**src/rtl/mult_share_arbiter.sv**
```systemverilog
// mult_share_arbiter: round-robin arbiter that lets NUM_REQ filter stages
// share one two-stage pipelined signed multiplier with fixed-point
// dequantization (product >>> FRAC_BITS, truncated to DATA_WIDTH).
// Optional burst lock is compiled in with `define MULT_ARB_LOCK_EN.
module mult_share_arbiter #(
  parameter int NUM_REQ    = 4,
  parameter int DATA_WIDTH = 32,
  parameter int FRAC_BITS  = 10,
  localparam int ID_W      = (NUM_REQ > 1) ? $clog2(NUM_REQ) : 1
) (
  input  logic                          clock,
  input  logic                          reset,
  input  logic [NUM_REQ-1:0]            req,
  input  logic [NUM_REQ*DATA_WIDTH-1:0] a,
  input  logic [NUM_REQ*DATA_WIDTH-1:0] b,
  input  logic [NUM_REQ-1:0]            lock,
  output logic [NUM_REQ-1:0]            gnt,
  output logic                          res_valid,
  output logic [DATA_WIDTH-1:0]         res_data,
  output logic [ID_W-1:0]               res_id
);

  logic [ID_W-1:0]               ptr;
  logic                          rr_found;
  logic [ID_W-1:0]               rr_idx;
  logic                          sel_valid;
  logic [ID_W-1:0]               sel_idx;
  logic                          v1;
  logic [ID_W-1:0]               id1;
  logic signed [DATA_WIDTH-1:0]  a1;
  logic signed [DATA_WIDTH-1:0]  b1;
  logic signed [2*DATA_WIDTH-1:0] prod;
  logic signed [2*DATA_WIDTH-1:0] prod_shr;

  // Successor of index k in the rotation, wrapping to 0.
  function automatic logic [ID_W-1:0] next_idx(input logic [ID_W-1:0] k);
    return (int'(k) == NUM_REQ - 1) ? '0 : k + 1'b1;
  endfunction

  // Round-robin search: first asserted req starting at ptr, wrapping around.
  always_comb begin
    // NOTE: every combinational output gets a default before any branch so
    // no path leaves it unassigned, which would infer a latch.
    rr_found = 1'b0;
    rr_idx   = '0;
    for (int off = 0; off < NUM_REQ; off++) begin
      logic [ID_W-1:0] cand;
      cand = ID_W'((int'(ptr) + off) % NUM_REQ);
      if (!rr_found && req[cand]) begin
        rr_found = 1'b1;
        rr_idx   = cand;
      end
    end
  end

`ifdef MULT_ARB_LOCK_EN
  logic            locked;
  logic [ID_W-1:0] owner;

  // While locked only the owner can be granted; otherwise round robin.
  always_comb begin
    sel_valid = rr_found;
    sel_idx   = rr_idx;
    if (locked) begin
      sel_valid = req[owner];
      sel_idx   = owner;
    end
  end

  // Pointer and lock state: a locked grant holds ptr; release advances past owner.
  always_ff @(posedge clock or negedge reset) begin
    if (!reset) begin
      ptr    <= '0;
      locked <= 1'b0;
      owner  <= '0;
    end else if (locked) begin
      if (!(req[owner] && lock[owner])) begin
        locked <= 1'b0;
        ptr    <= next_idx(owner);
      end
    end else if (sel_valid) begin
      if (lock[sel_idx]) begin
        locked <= 1'b1;
        owner  <= sel_idx;
      end else begin
        ptr <= next_idx(sel_idx);
      end
    end
  end
`else
  logic unused_lock;
  assign unused_lock = ^lock;

  // Pure round robin: the winner is the chosen requester.
  always_comb begin
    sel_valid = rr_found;
    sel_idx   = rr_idx;
  end

  // Pointer moves one past the granted requester.
  always_ff @(posedge clock or negedge reset) begin
    // NOTE: clocked state uses non-blocking assignments so every register
    // samples the pre-edge values regardless of statement order.
    if (!reset) begin
      ptr <= '0;
    end else if (sel_valid) begin
      ptr <= next_idx(sel_idx);
    end
  end
`endif

  // One-hot grant, forced low while reset is held.
  always_comb begin
    gnt = '0;
    if (reset && sel_valid) gnt[sel_idx] = 1'b1;
  end

  // Stage 1: capture the granted requester's operands and index.
  always_ff @(posedge clock or negedge reset) begin
    if (!reset) begin
      v1  <= 1'b0;
      id1 <= '0;
      a1  <= '0;
      b1  <= '0;
    end else begin
      v1 <= sel_valid;
      if (sel_valid) begin
        id1 <= sel_idx;
        a1  <= a[int'(sel_idx)*DATA_WIDTH +: DATA_WIDTH];
        b1  <= b[int'(sel_idx)*DATA_WIDTH +: DATA_WIDTH];
      end
    end
  end

  // Full-width signed product, floor-shifted by FRAC_BITS.
  always_comb begin
    prod     = a1 * b1;
    prod_shr = prod >>> FRAC_BITS;
  end

  // Stage 2: register the truncated dequantized product with its tag.
  always_ff @(posedge clock or negedge reset) begin
    if (!reset) begin
      res_valid <= 1'b0;
      res_data  <= '0;
      res_id    <= '0;
    end else begin
      res_valid <= v1;
      res_id    <= id1;
      if (v1) res_data <= prod_shr[DATA_WIDTH-1:0];
    end
  end

endmodule

```
**config.mk**
```make
export PLATFORM = sky130hd
export DESIGN_NAME = mult_share_arbiter
export DESIGN_NICKNAME = d
export VERILOG_FILES = /design/src/rtl/mult_share_arbiter.sv
export SDC_FILE = /design/constraint.sdc
export NUM_CORES = 2
export LEC_CHECK = 0
export BUFFER_PORTS_ARGS = -buffer_cell sky130_fd_sc_hd__clkbuf_2
export CAP_MARGIN = 20
export CORE_ASPECT_RATIO = 1.1
export CORE_MARGIN = 4
export CORE_UTILIZATION = 35
export DETAILED_ROUTE_END_ITERATION = 8
export SKIP_CTS_REPAIR_TIMING = 1
export SYNTH_ARGS = -nofsm -noshare
export SYNTH_HDL_FRONTEND = slang
export SYNTH_SLANG_ARGS = --single-unit
```
**constraint.sdc**
```tcl
create_clock -name clock -period 9.1 [get_ports clock]
set_input_delay 0.91 -clock clock [delete_from_list [all_inputs] [get_ports clock]]
set_output_delay 0.91 -clock clock [all_outputs]
set_load 0.005 [all_outputs]
```
==> run summary <==
Placed instance area: 33300 um^2
ANT cells: 0
Synth cell types: 61
Worst Path Max Fanout: 26
Seq/Total Area, Yosys: 0.0850
Die area: 92300 um^2
Synth top area share: 0.454
Share of synthesized registers carrying an async set or reset: 1.00
CP required: 9.40 ns
Routed Antenna Nets: 0
Initial antenna violation count: 1
CTS tree: built
Most common cell after layout, fill and taps aside: inv_1
Setup-failing EPs final: 0
Actual slew at the worst max-slew pin: 1.10 ns
Total GRT Usage: 0.192
Status: complete, no violations
Clk_skew: 0.0242 ns
Nature of the critical path endpoint: register
Critical Path Most Common Cell: fa_1
Remaining Overflow, GRT: 0
Final std cells w/o fill: 4695
Critical Path Start Type: register
Nets: 4661
DRT Pass-1 Iters: 7
Worst Path Buf+Inv: 3
Final min period: 8.16 ns
1st-iter DRT viols: 1396
Syn Inst Count: 3366
Fin crit share: 0.896
# rows: 113
Top-Level Pins: 305
Detailed placer's ending HPWL: 72900 um
Placed insts: 4678
Initial core utilization: 0.354
Cell area after synthesis: 30600 um^2
Syn avg cell area: 9.10 um^2
Setup_tns: 0 ns
Routed WL: 86800 um
Ys Warns: 0
CTS buffer count: 9
Area grow syn2layout: 9.83%
DR vias/cell: 4.80
Final hold vios: 0
RSZ-0062 raised after global routing: false
Relative slew slack: 0.267
Clock Latency Late Sink: 0.41 ns
Slowest-stage cell, CP: dfrtp_1
Clk Tree Root Cell: clkbuf_16
Setup CP Type: reg -> reg
FF+latch count, synth: 104
# fillers: 8796
Share of layout cells above drive strength 1: 0.116
Hold Path Class: in -> async
Clock transition at path regs: 0.09 ns
CP top delay family: adder cells
EDFF count, synth: 0
Vias in the first global route: 24.5k
Die X-Extent: 290 um
Per-cell routed wire length: 18.5 um
Clock Tree Buf Depth: 2
Commonest cells after routing, fill and taps aside: inv_1, fa_1, nand2_1
H-tree Lvls: 3
GPL Wtd Cong: 0.867
Final routed DRC violation total: 0
Sinks on Clock Net: 104
Slew Viols, Final: 0
Largest area contributor in the netlist: fa_1
Port Buffers: 300
Crit-path max cell delay: 1.06 ns
Top post-synthesis cells by area: fa_1, and2_1, inv_1, dfrtp_1, ha_1
Worst Path Arrival: 8.46 ns
Die Y: 318 um
Via count: 22.5k
Pin count of the biggest net entering global routing: 98
Number of max-cap violations: 0
Fmax: 123 MHz
Worst-path cell chain: nand2_1 -> fa_1 -> inv_1 -> fa_1 -> fa_1 -> fa_1 -> fa_1 -> fa_1 -> fa_1 -> inv_1 -> fa_1 -> inv_1 -> ha_1 -> nand3_1 -> nor4_1 -> o31a_1 -> o211ai_1 -> nand4_1 -> a311oi_1 -> xnor2_1 -> mux2_2
Core area: 86500 um^2
Finished layout cell area: 33600 um^2
Net Count, Synth: 4487
First-pass GRT wire length: 139000 um
Top_reg_cell synth: dfrtp_1
## cell families (layout without fill, tap and decap cells)
family / after synthesis / in the layout / synth area share
mux: 90 / 90 / 0.0301
compound gates: 213 / 213 / 0.0484
buf+inv: 906 / 1085 / 0.111
fa+ha+maj: 855 / 855 / 0.519
xor+xnor: 69 / 69 / 0.0202
simple gates: 1129 / 1129 / 0.185
flops: 104 / 104 / 0.0850
## state kept, by name (all words and copies together) (netlist names)
signal,count
ptr,2
res_id,2
a1,32
id1,2
b1,32
res_data,32
v1,1
res_valid,1
## path summary, 6_finish.rpt
check	from	to	slack [ns]	cells past startpoint
max in group asynchronous	reset	res_data[15]	7.59	3
max reg2reg	a1[10]	res_data[31]	0.94	21
min reg2reg	id1[1]	res_id[1]	0.40	0
min in group clock	id1[1]	res_id[1]	0.40	0
min	reset	res_valid	0.40	1
max	a1[10]	res_data[31]	0.94	21
## cell type report
cell class                 count  area, um^2  area share
tap                         1150        1440      0.0428
clock inverter                 7        90.1     0.00268
clock buffer                   9         225     0.00670
sequential                   104        2610      0.0775
timing repair buffer         362        1990      0.0592
multi-input combinational   2356       24600       0.732
inverter                     707        2650      0.0789
## per-layer routing
metal  part of all wire  up-vias  GRT usage
li1                   -    10300          -
met2               0.53      517      0.349
met4              0.024        0     0.0458
met3              0.043       88     0.0244
met1               0.41    11700      0.241
met5                  0        -          0
## stage by stage
stage / worst slack, ns / util / hold WS, ns
2_1_floorplan: 2.19 / - / 0.354
3_3_place_gp: 0.905 / 0.385 / 0.360
3_5_place_dp: 0.824 / 0.385 / 0.367
4_1_cts: 0.804 / 0.388 / 0.384
5_1_grt: 0.616 / 0.389 / 0.400
6_report: 0.943 / 0.389 / 0.395
## synth_stat cells, types with 4 or more instances
library cell    n
mux2_2         16
nor2_1         23
clkbuf_1      184
xnor2_1        55
dfrtp_1       104
xor2_1         13
o31ai_1         6
buf_2           9
o21ai_0        58
o21bai_1        4
and3_1         10
nand4_1         7
o21ai_1        16
fa_1          694
nor3_1          9
ha_1          161
buf_1           6
a21oi_1        25
o21a_1          9
nand3_1        39
o221ai_1       37
a21o_1         13
mux2i_1        74
o211ai_1        7
o2111ai_1       4
a211oi_1        4
nand2b_1        6
inv_1         707
nor2b_1        11
and2_1        502
nand2_1       511
Power is left out: the tool's default activity adds up to more than one toggle a clock period on the data nets, which glitch-free logic cannot reach.
